==> src/rtl/serial_loader_5bit_pkg.sv <==
// Shared definitions for the 5-bit serial loader.
// This file holds the state encoding, the word width and the bit-counter width.
package serial_loader_5bit_pkg;

  localparam int WORD_W = 5;
  localparam int CNT_W  = 3;

  // Counter value of the fifth accepted data bit (counter runs 0..4).
  localparam logic [CNT_W-1:0] LAST_BIT = 3'd4;

  typedef enum logic [1:0] {
    IDLE   = 2'd0,
    SHIFT  = 2'd1,
    PARITY = 2'd2
  } state_t;

endpackage

==> src/rtl/serial_loader_5bit_shift_in.sv <==
// Serial-in, parallel-out shift register for the loader.
// New bits enter at the LSB, so the first bit received ends up as the MSB.
module shift_in_5bit
  import serial_loader_5bit_pkg::*;
(
  input  logic              Clock,
  input  logic              Clear,
  input  logic              en,
  input  logic              din,
  output logic [WORD_W-1:0] q
);

  // Clear wins over shifting; otherwise shift one bit in per enabled cycle.
  always_ff @(posedge Clock) begin
    if (Clear) begin
      q <= '0;
    end else if (en) begin
      q <= {q[WORD_W-2:0], din};
    end
  end

endmodule

==> src/rtl/serial_loader_5bit.sv <==
// Serial frame loader. It receives 5 data bits, MSB first, followed by one
// parity bit. When the parity check passes it presents the assembled word
// with a one-cycle Load pulse. A frame can be restarted with Start, which
// raises Abort, and it can be dropped silently with Clear.
module serial_loader_5bit
  import serial_loader_5bit_pkg::*;
#(
  parameter bit ODD_PARITY = 1'b1
)
(
  input  logic              Clock,
  input  logic              Clear,
  input  logic              Start,
  input  logic              serIn,
  input  logic              serValid,
  output logic [WORD_W-1:0] outData,
  output logic              Load,
  output logic              Busy,
  output logic              ParityErr,
  output logic              Abort
);

  state_t            stateReg, stateNext;
  logic [CNT_W-1:0]  cntReg, cntNext;
  logic [WORD_W-1:0] outReg, outNext;
  logic [WORD_W-1:0] shiftQ;
  logic              loadReg, loadNext;
  logic              errReg, errNext;
  logic              abortReg, abortNext;
  logic              shiftEn;
  logic              shiftClr;

  // Any Start, in any state, begins a fresh frame with an empty shift register.
  assign shiftClr = Clear | Start;

  shift_in_5bit u_shift (
    .Clock (Clock),
    .Clear (shiftClr),
    .en    (shiftEn),
    .din   (serIn),
    .q     (shiftQ)
  );

  // Next state, counter, output word and pulse decode. Start takes priority over serValid.
  always_comb begin
    stateNext = stateReg;
    cntNext   = cntReg;
    outNext   = outReg;
    loadNext  = 1'b0;
    errNext   = 1'b0;
    abortNext = 1'b0;
    shiftEn   = 1'b0;
    case (stateReg)
      IDLE: begin
        if (Start) begin
          stateNext = SHIFT;
          cntNext   = '0;
        end
      end
      SHIFT: begin
        if (Start) begin
          abortNext = 1'b1;
          cntNext   = '0;
        end else if (serValid) begin
          shiftEn = 1'b1;
          if (cntReg == LAST_BIT) begin
            stateNext = PARITY;
          end else begin
            cntNext = cntReg + 3'd1;
          end
        end
      end
      PARITY: begin
        if (Start) begin
          abortNext = 1'b1;
          stateNext = SHIFT;
          cntNext   = '0;
        end else if (serValid) begin
          stateNext = IDLE;
          cntNext   = '0;
          if ((^{shiftQ, serIn}) == ODD_PARITY) begin
            outNext  = shiftQ;
            loadNext = 1'b1;
          end else begin
            errNext = 1'b1;
          end
        end
      end
      default: begin
        stateNext = IDLE;
        cntNext   = '0;
      end
    endcase
  end

  // State and registered outputs. Clear overrides every other input.
  always_ff @(posedge Clock) begin
    if (Clear) begin
      stateReg <= IDLE;
      cntReg   <= '0;
      outReg   <= '0;
      loadReg  <= 1'b0;
      errReg   <= 1'b0;
      abortReg <= 1'b0;
    end else begin
      stateReg <= stateNext;
      cntReg   <= cntNext;
      outReg   <= outNext;
      loadReg  <= loadNext;
      errReg   <= errNext;
      abortReg <= abortNext;
    end
  end

  assign outData   = outReg;
  assign Load      = loadReg;
  assign ParityErr = errReg;
  assign Abort     = abortReg;
  assign Busy      = (stateReg != IDLE);

endmodule
==> config.mk <==
export PLATFORM = sky130hd
export DESIGN_NAME = serial_loader_5bit
export DESIGN_NICKNAME = d
export VERILOG_FILES = /design/src/rtl/serial_loader_5bit_pkg.sv /design/src/rtl/serial_loader_5bit_shift_in.sv /design/src/rtl/serial_loader_5bit.sv
export SDC_FILE = /design/constraint.sdc
export NUM_CORES = 1
export LEC_CHECK = 0
export ABC_AREA = 1
export CORE_UTILIZATION = 30
export DETAILED_ROUTE_END_ITERATION = 12
export SLEW_MARGIN = 20
export SYNTH_ARGS = -nofsm -noshare
export SYNTH_HDL_FRONTEND = slang
export SYNTH_SLANG_ARGS = --single-unit
==> constraint.sdc <==
create_clock -name Clock -period 1.8 [get_ports Clock]
set_clock_uncertainty 0.1 [all_clocks]
set_input_delay 0.36 -clock Clock [delete_from_list [all_inputs] [get_ports Clock]]
set_output_delay 0.36 -clock Clock [all_outputs]
set_load 0.01 [all_outputs]
==> impl_metrics.json, run 1 <==
{
  "synthCells": 145,
  "initial_core_util_pct": 31.5,
  "path_class": "flop to output port",
  "layout-drive-gt1-share_pct": 21.7,
  "worstPathArrival_ns": 1.21,
  "crit_path_end_kind": "output port",
  "grt_overflow": 0,
  "cts_sinks": 18,
  "grt_max_degree": 12,
  "hpwl_um": 1480,
  "grt_usage_pct": 11.9,
  "synth_top_cell_by_area": "dfxtp_1",
  "final_antenna_net_count": 0,
  "port_buffers": 13,
  "ys_ff_latch": 18,
  "synthToLayoutAreaGrowth_pct": 22.4,
  "cts_setup_buffers": 0,
  "swShare_pct": 37.6,
  "critical-path-max-stage-delay_ns": 0.55,
  "cts.root.buffer_cell": "clkbuf_4",
  "placed_cell_area_sq_mm": 0.00125,
  "post-route-period-util_pct": 92.7,
  "vias_per_cell": 4.37,
  "clock_latency_ns": 0.30,
  "syn_avg_cell_area_sq_um": 7.25,
  "critPathBufInv": 1,
  "cp_max_fo": 2,
  "pwr_density_cell_mw_per_mm2": 968,
  "rsz0062_at_grt": "no",
  "row_count": 21,
  "path_cells": "clkdlybuf4s50_1",
  "grt_pass1_vias": 836,
  "yosysTopAreaCellShare_pct": 34.3,
  "worst_slack_ns": 0.132,
  "final_cell_count_no_fill": 212,
  "antenna_cells": 0,
  "pwr-share-comb_pct": 40.0,
  "ff2ff_setup_slack_ns": 0.19,
  "die_area_sq_mm": 0.00374,
  "finalMaxSlewViolations": 0,
  "pwr-share-seq_pct": 39.1,
  "period_minus_slack_ns": 1.67,
  "yosys_warnings": 0,
  "hold_viol": 0,
  "cts_buffer_depth": 2,
  "cap_violations": 0,
  "max_freq_mhz": 599,
  "p_int_uw": 778,
  "switchingPower_uw": 468,
  "required_ns": 1.34,
  "syn_area_sq_mm": 0.00105,
  "grt_pass1_wl_um": 3350,
  "cts_tree": "built",
  "post-route-drc-count": 0,
  "layout.nets": 179,
  "crit_slowest_cell": "clkdlybuf4s50_1",
  "dp_cells": 208,
  "power.leakage_nw": 0.555,
  "syn-num-nets": 157,
  "hold_class": "flop to flop",
  "netlist_top_cells_area": "dfxtp_1, nand2_1, ha_1, inv_1, nand3_2",
  "coreArea_sq_mm": 0.00334,
  "finalPower_mw": 1.25,
  "critPathTopFamily": "buffers and inverters",
  "die_h_um": 61.2,
  "clk_pin_slew_ns": 0.11,
  "dp_slack_ns": -0.122,
  "power.share.clock_pct": 20.8,
  "htreeDepth": 1,
  "ys_types": 20,
  "die_x_um": 61.2,
  "hold_ws_ns": 0.395,
  "place_congestion": 0.829,
  "stdcell_area_sq_mm": 0.00129,
  "first_iter_violations": 44,
  "crit_path_start_kind": "flop",
  "outcome": "finished, final reports clean",
  "ios": 14,
  "wl_um": 1940,
  "setup_viol": 0,
  "worst_slew_pin_slew_ns": 0.287,
  "wl_per_cell_um": 9.14,
  "cts_buffers": 3,
  "dr.pass1.iters": 4,
  "antenna_found_initial": 0,
  "via_count": 926,
  "ir_worst_vdd_mv": 0.552,
  "maxSlewHeadroom_pct": 80.8,
  "ys_seq_area_share_pct": 34.3
}
-- area by class of cell --
cell class	count	area, sq um
flip-flops and latches	18	363
well taps	46	57.6
repair buffers	19	170
clock buffers	4	36.3
fillers	362	2050
inverters	24	90.1
multi-input cells	101	569
-- synth_stat cells (all sizes together) --
library cell  instances
nor2                 19
ha                    7
o21ai                 8
a21oi                16
clkinv                1
nand2                37
inv                  23
nor3b                 1
o22ai                 1
buf                   2
nand3                11
xnor2                 1
dfxtp                18
-- final timing paths --
path               start           to  cells after the start
max           outData[0]   outData[0]                      1
min            cntReg[1]    cntReg[1]                      2
max reg2reg  stateReg[1]  stateReg[0]                     10
min reg2reg    cntReg[1]    cntReg[1]                      2
-- timing repair --
item,in CTS,in global routing
setup endpoints to repair,1,1
gates resized for setup,3,2
hold buffers,0,0
-- placed cells by master, fill, tap and decap left out, types with 6 or more instances in the layout --
cell type        count
nand3_2              6
buf_4                6
dfxtp_1             16
clkdlybuf4s50_1     12
nand2_1             35
nor2_1              14
ha_1                 7
inv_1               19
o21ai_0              6
a21oi_1             11
-- kinds of logic (layout without fill, tap and decap cells) --
kind of cell,count (synthesis),count (layout),share of synthesized area (%)
adder cells (fa/ha/maj),7,7,8.33
buffers and inverters,26,47,11.5
AND/OR/NAND/NOR,68,68,30.5
AO/OA/AOI/OAI,25,25,13.8
XOR/XNOR,1,1,1.55
flip-flops,18,18,34.3
-- state kept, by name (all words and copies together) (netlist names) --
| register | flops |
|---|---|
| Abort | 1 |
| ParityErr | 1 |
| Load | 1 |
| u_shift.q | 5 |
| stateReg | 2 |
| outData | 5 |
| cntReg | 3 |
-- power by group through the flow --
stage | combinational (mW) | sequential (mW) | clock, mW
3_3_place_gp | 0.505 | 0.487 | 0
4_1_cts | 0.504 | 0.485 | 0.268
6_report | 0.499 | 0.487 | 0.259
5_1_grt | 0.568 | 0.494 | 0.286
2_1_floorplan | 0.363 | 0.490 | 0
3_5_place_dp | 0.510 | 0.489 | 0
-- per-stage QoR --
| stage | utilization, % | TNS [ns] |
|---|---|---|
| floorplan | - | 0 |
| global placement | 37.5 | -0.345 |
| detailed placement | 37.5 | -0.565 |
| CTS | 38.7 | 0 |
| global route | 38.5 | 0 |
| finish | 38.5 | 0 |
-- layer usage --
layer	vias up	share of wire [%]	global-route usage, %
met4	0	0	1.95
met2	16	48	20.8
met5	-	0	0
met3	0	3.9	4.41
met1	418	48	14.1
li1	492	-	-
Note: power is estimated with default switching activity, not from simulation.
==> run 2, diff against run 1 <==
--- a/config.mk
+++ b/config.mk
@@ -6,8 +6,10 @@
 export NUM_CORES = 1
 export LEC_CHECK = 0
 export ABC_AREA = 1
-export CORE_UTILIZATION = 30
+export CORE_UTILIZATION = 55
 export DETAILED_ROUTE_END_ITERATION = 12
+export DONT_BUFFER_PORTS = 1
+export PLACE_DENSITY = 0.7
 export SLEW_MARGIN = 20
 export SYNTH_ARGS = -nofsm -noshare
 export SYNTH_HDL_FRONTEND = slang
==> run 2 against run 1 <==
Against the previous run:
- register-to-register slack improved by 0.10 ns
- first-iteration DRC count decreased by 66%
- combinational power decreased by 19%
- clock-buffer cell count unchanged
- sequential share of layout area increased by 4.4 points
- maximum frequency increased by 5.8%
- via count decreased by 6.6%
==> impl_metrics.json, run 2 (synthesis results as in run 1) <==
{
  "outcome": "finished, final reports clean",
  "die_x_um": 45.7,
  "crit_slowest_cell": "dfxtp_1",
  "setup_tns_ns": 0,
  "die_area_sq_mm": 0.00209,
  "hold_class": "input port to flop",
  "pwr_density_cell_mw_per_mm2": 1030,
  "grt_pass1_vias": 745,
  "wl_per_cell_um": 10.0,
  "wl_um": 1750,
  "power.share.clock_pct": 21.7,
  "post-route-period-util_pct": 87.6,
  "cts_sinks": 18,
  "worstPathArrival_ns": 1.12,
  "pwr-share-seq_pct": 42.8,
  "first_iter_violations": 15,
  "power.leakage_nw": 0.487,
  "vias_per_cell": 4.97,
  "synthToLayoutAreaGrowth_pct": 5.12,
  "nFillCells": 173,
  "ios": 14,
  "setup_viol": 0,
  "path_class": "flop to output port",
  "switchingPower_uw": 431,
  "antenna_found_initial": 0,
  "cap_violations": 0,
  "dp_cells": 169,
  "period_minus_slack_ns": 1.58,
  "hold_viol": 0,
  "cts_resized": 0,
  "coreArea_sq_mm": 0.00176,
  "antenna_cells": 0,
  "final_cell_count_no_fill": 174,
  "pwr-share-comb_pct": 35.5,
  "rsz0062_at_grt": "no",
  "htreeDepth": 1,
  "layout.nets": 162,
  "post-route-drc-count": 0,
  "cts_buffer_depth": 2,
  "dp_slack_ns": 0.306,
  "grt_pass1_wl_um": 2770,
  "grt_max_degree": 12,
  "final_antenna_net_count": 0,
  "cp_max_fo": 4,
  "worst_slack_ns": 0.224,
  "dr.pass1.iters": 2,
  "path_common_cell": "inv_1",
  "path_cells": "inv_1 -> ha_1 -> inv_1",
  "layout_common_cells": "nand2_1, inv_1, dfxtp_1, nor2_1, a21oi_1",
  "stdcell_area_sq_mm": 0.00110,
  "swShare_pct": 37.8,
  "cts.root.buffer_cell": "clkbuf_4",
  "finalMaxSlewViolations": 0,
  "grt_usage_pct": 18.5,
  "placed_cell_area_sq_mm": 0.00106,
  "die_h_um": 45.7,
  "maxSlewHeadroom_pct": 80.3,
  "utilization_pct": 62.6,
  "crit_path_end_kind": "output port",
  "clk_pin_slew_ns": 0.10,
  "critical-path-max-stage-delay_ns": 0.39,
  "hpwl_um": 1330,
  "cts_buffers": 3,
  "mostFrequentLayoutCell": "nand2_1",
  "place_congestion": 0.760,
  "holdPathStages": 1,
  "clock_latency_ns": 0.29,
  "via_count": 865,
  "initial_core_util_pct": 59.6,
  "ir_worst_vdd_mv": 0.609,
  "required_ns": 1.34,
  "p_int_uw": 709,
  "port_buffers": 0,
  "max_freq_mhz": 634,
  "grt_overflow": 0,
  "crit_path_start_kind": "flop",
  "row_count": 15,
  "worst-r2r-cell-count": 7,
  "cts_tree": "built",
  "worst_slew_pin_slew_ns": 0.294,
  "layout-drive-gt1-share_pct": 18.8
}
==> run 2: final timing paths <==
| kind | startpoint | endpoint | slack (ns) |
|---|---|---|---|
| worst min register to register | cntReg[0] | cntReg[0] | 0.39 |
| worst max register to register | stateReg[0] | cntReg[1] | 0.29 |
| worst min-delay path | Clear | Abort | 0.02 |
| worst max-delay path | stateReg[0] | Busy | 0.22 |
==> run 2: cell type report <==
type | instances | area (sq um) | area share [%]
multi-input cells | 101 | 569 | 51.5
flip-flops and latches | 18 | 360 | 32.6
inverters | 24 | 90.1 | 8.15
clock buffers | 4 | 36.3 | 3.28
well taps | 25 | 31.3 | 2.83
repair buffers | 2 | 17.5 | 1.59
==> run 2: what timing repair did <==
action                                 CTS  global route
endpoints found under the hold margin    0             1
buffers inserted                         0             0
hold buffers                             0             1
==> run 2: metal layers <==
metal	share of wire, %	global-route usage (%)	vias up
met4	1.1	8.82	0
met2	48	31.7	14
met5	0	0	-
met3	3.5	4.37	2
li1	-	-	462
met1	47	21.6	387
==> run 2: stage by stage <==
step | hold slack, ns | total power [mW]
after detailed placement | 0.333 | 0.895
after CTS | 0.00448 | 1.15
final | 0.0202 | 1.14
after global routing | 0.00215 | 1.23
after global placement | 0.331 | 0.890
after floorplan | 0.329 | 0.853
==> run 2: power by group through the flow <==
stage	logic (mW)	registers [mW]	clock network, mW
floorplan	0.363	0.490	0
CTS	0.404	0.488	0.261
finish	0.405	0.488	0.248
detailed placement	0.398	0.497	0
global placement	0.393	0.497	0
global route	0.463	0.494	0.272
==> run 2: critical path, delay by kind of cell (launching register included) <==
family	cells	cell delay, ns
adder cells (fa/ha/maj)	1	0.20
buffers and inverters	2	0.22
flip-flops	1	0.39
==> run 3, diff against run 2 <==
--- a/config.mk
+++ b/config.mk
@@ -5,7 +5,6 @@
 export SDC_FILE = /design/constraint.sdc
 export NUM_CORES = 1
 export LEC_CHECK = 0
-export ABC_AREA = 1
 export CORE_UTILIZATION = 55
 export DETAILED_ROUTE_END_ITERATION = 12
 export DONT_BUFFER_PORTS = 1
==> run 3 against run 2 <==
Against the previous run:
- register-to-register slack lost 0.23 ns
- clock power shrank 20%
- combinational power shrank 22%
- area after synthesis shrank 13%
- global-route usage grew 1.7 points
- first-iteration DRC count is the same
- critical path type is now flop to flop
- critical endpoint is now stateReg[0]
- largest power group unchanged
==> impl_metrics.json, run 3 <==
{
  "rr_startpoint": "stateReg[1]",
  "cts_tree": "built",
  "first_iter_violations": 15,
  "vias_per_cell": 5.66,
  "crit_path_end_kind": "flop",
  "final_cell_count_no_fill": 132,
  "worst-r2r-cell-count": 7,
  "worstPathArrival_ns": 1.86,
  "ys_types": 28,
  "max_freq_mhz": 576,
  "finalMaxSlewViolations": 0,
  "grt_usage_pct": 20.2,
  "outcome": "finished, final reports clean",
  "die_area_sq_mm": 0.00183,
  "cp-startpoint": "stateReg[1]",
  "layout_common_cells": "nand2_1, dfxtp_1, buf_4, a21oi_1, nand3_1",
  "power.share.clock_pct": 21.0,
  "layout-drive-gt1-share_pct": 25.0,
  "ios": 14,
  "hpwl_um": 1270,
  "netlist_top_cells_area": "dfxtp_1, ha_1, nand2_1, a21oi_1, mux2i_1",
  "place_congestion": 0.811,
  "row_count": 14,
  "hold_class": "input port to flop",
  "rsz0062_at_grt": "no",
  "cts_buffers": 3,
  "dp_slack_ns": -0.0258,
  "die_h_um": 42.8,
  "synthArstFlopShare_pct": 0,
  "ff2ff_setup_slack_ns": 0.06,
  "post-route-period-util_pct": 96.4,
  "wl_um": 1810,
  "pwr-share-comb_pct": 33.5,
  "yosys_warnings": 0,
  "wl_per_cell_um": 13.7,
  "synthFlopType": "dfxtp_1",
  "htreeDepth": 1,
  "hold_viol": 0,
  "grt_max_degree": 15,
  "antenna_cells": 0,
  "synthCells": 105,
  "mostFrequentLayoutCell": "nand2_1",
  "grt_overflow": 0,
  "coreArea_sq_mm": 0.00152,
  "syn_area_sq_um": 915,
  "cts_buffer_depth": 2,
  "pwr_density_cell_mw_per_mm2": 891,
  "die_x_um": 42.8,
  "antenna_found_initial": 0,
  "clk_pin_slew_ns": 0.10,
  "synthToLayoutAreaGrowth_pct": 16.0,
  "yosysMostFrequentCell": "nand2_1",
  "power.leakage_nw": 0.409,
  "synth_top_cell_by_area": "dfxtp_1",
  "cp_max_fo": 8,
  "initial_core_util_pct": 60.0,
  "pwr-share-seq_pct": 45.5,
  "cap_violations": 0,
  "maxSlewHeadroom_pct": 75.0,
  "syn-num-nets": 117,
  "required_ns": 1.93,
  "ys_seq_area_share_pct": 39.4,
  "path_class": "flop to flop",
  "dp_cells": 124,
  "period_minus_slack_ns": 1.74,
  "grt_pass1_wl_um": 2750,
  "worst_slack_ns": 0.0642,
  "worst_slew_pin_slew_ns": 0.375,
  "syn_avg_cell_area_sq_um": 8.71,
  "layout.nets": 130,
  "cts_sinks": 18,
  "ir_worst_vdd_mv": 0.604,
  "crit_path_start_kind": "flop",
  "swShare_pct": 30.9,
  "post-route-drc-count": 0,
  "synth_edf_count": 0,
  "nFillCells": 122,
  "final_antenna_net_count": 0,
  "switchingPower_uw": 292,
  "p_int_uw": 654,
  "cts.root.buffer_cell": "clkbuf_4",
  "dr.pass1.iters": 4,
  "port_buffers": 0,
  "synth_top_cells_by_count": "nand2_1, dfxtp_1, a21oi_1",
  "grt_pass1_vias": 609,
  "setup_viol": 0,
  "cp-endpoint": "stateReg[0]",
  "worstReg2RegEnd": "stateReg[0]",
  "yosysTopAreaCellShare_pct": 39.4,
  "clock_latency_ns": 0.29,
  "via_count": 747,
  "ys_ff_latch": 18
}
## run 3: changes by cell type in the layout (fill, tap and decap cells not counted), moves of 3 or more
| cell | delta |
|---|---|
| a21oi_2 | -4 |
| buf_4 | +11 |
| dfxtp_1 | -3 |
| dfxtp_2 | +3 |
| ha_1 | -3 |
| ha_2 | +3 |
| inv_1 | -14 |
| mux2i_1 | +5 |
| nand2_1 | -16 |
| nand3_2 | -6 |
| nor2_1 | -13 |
| nor2_2 | -5 |
| xnor2_1 | +3 |
## run 3: timing repair
action | 4_1_cts | 5_1_grt
hold buffers | 0 | 1
resized for setup | 4 | 5
endpoints found under the setup margin | 1 | 3
pin swaps | 0 | 3
buffers inserted | 0 | 4
hold endpoints to repair | 0 | 1
## run 3: worst min-delay path by stage
stage	startpoint	end	slack, ns	cells past startpoint
detailed placement	Clear	cntReg[1]	0.33	1
global route	Clear	stateReg[0]	0.002	1
finish	Clear	stateReg[0]	0.02	1
global placement	Clear	stateReg[0]	0.33	1
floorplan	Clear	cntReg[0]	0.33	1
CTS	Clear	cntReg[0]	0.006	1
## run 3: kinds of logic after synthesis
family                   after synthesis  share of synthesized area [%]
adder cells (fa/ha/maj)                7                           9.58
multiplexers                           5                           5.47
AND/OR/NAND/NOR                       39                           23.1
buffers and inverters                 12                           5.20
AO/OA/AOI/OAI                         20                           11.9
XOR/XNOR                               4                           5.34
flip-flops                            18                           39.4
## run 3: final cells by class
class	count	area (sq um)	area share (%)
Tap cell	16	20.0	1.89
Inverter	7	26.3	2.48
Timing Repair Buffer	13	100	9.43
Clock buffer	3	22.5	2.12
Multi-Input combinational cell	75	528	49.8
Sequential cell	18	364	34.3
## run 3: per-stage QoR
step | util (%) | TNS, ns | power [mW] | instance area [sq um] | hold WS, ns
after global routing | 69.6 | 0 | 0.998 | 1060 | 0.00232
after global placement | 64.3 | 0 | 0.709 | 980 | 0.330
after CTS | 66.2 | 0 | 0.922 | 1010 | 0.00581
after floorplan | - | 0 | 0.615 | 921 | 0.329
after detailed placement | 64.3 | -0.0258 | 0.715 | 980 | 0.333
final | 69.6 | 0 | 0.946 | 1060 | 0.0152
## run 3: critical path, cell delays in order, from the launching register on
cell	delay, ns
dfxtp_2	0.36
inv_2	0.05
buf_4	0.13
ha_1	0.19
buf_4	0.17
and2_1	0.14
or4_1	0.39
a21oi_1	0.14
## run 3: routing by layer
metal / GRT usage [%] / part of all wire, %
met2: 27.6 / 44
met3: 5.11 / 3.1
met1: 30.3 / 52
met5: 0 / 0
met4: 7.50 / 0.55
## run 3: power by group through the flow
stage          registers, mW  logic, mW  clock network (mW)
5_1_grt                0.431      0.349               0.217
6_report               0.430      0.317               0.199
3_5_place_dp           0.438      0.277                   0
3_3_place_gp           0.436      0.273                   0
4_1_cts                0.431      0.283               0.208
2_1_floorplan          0.438      0.177                   0
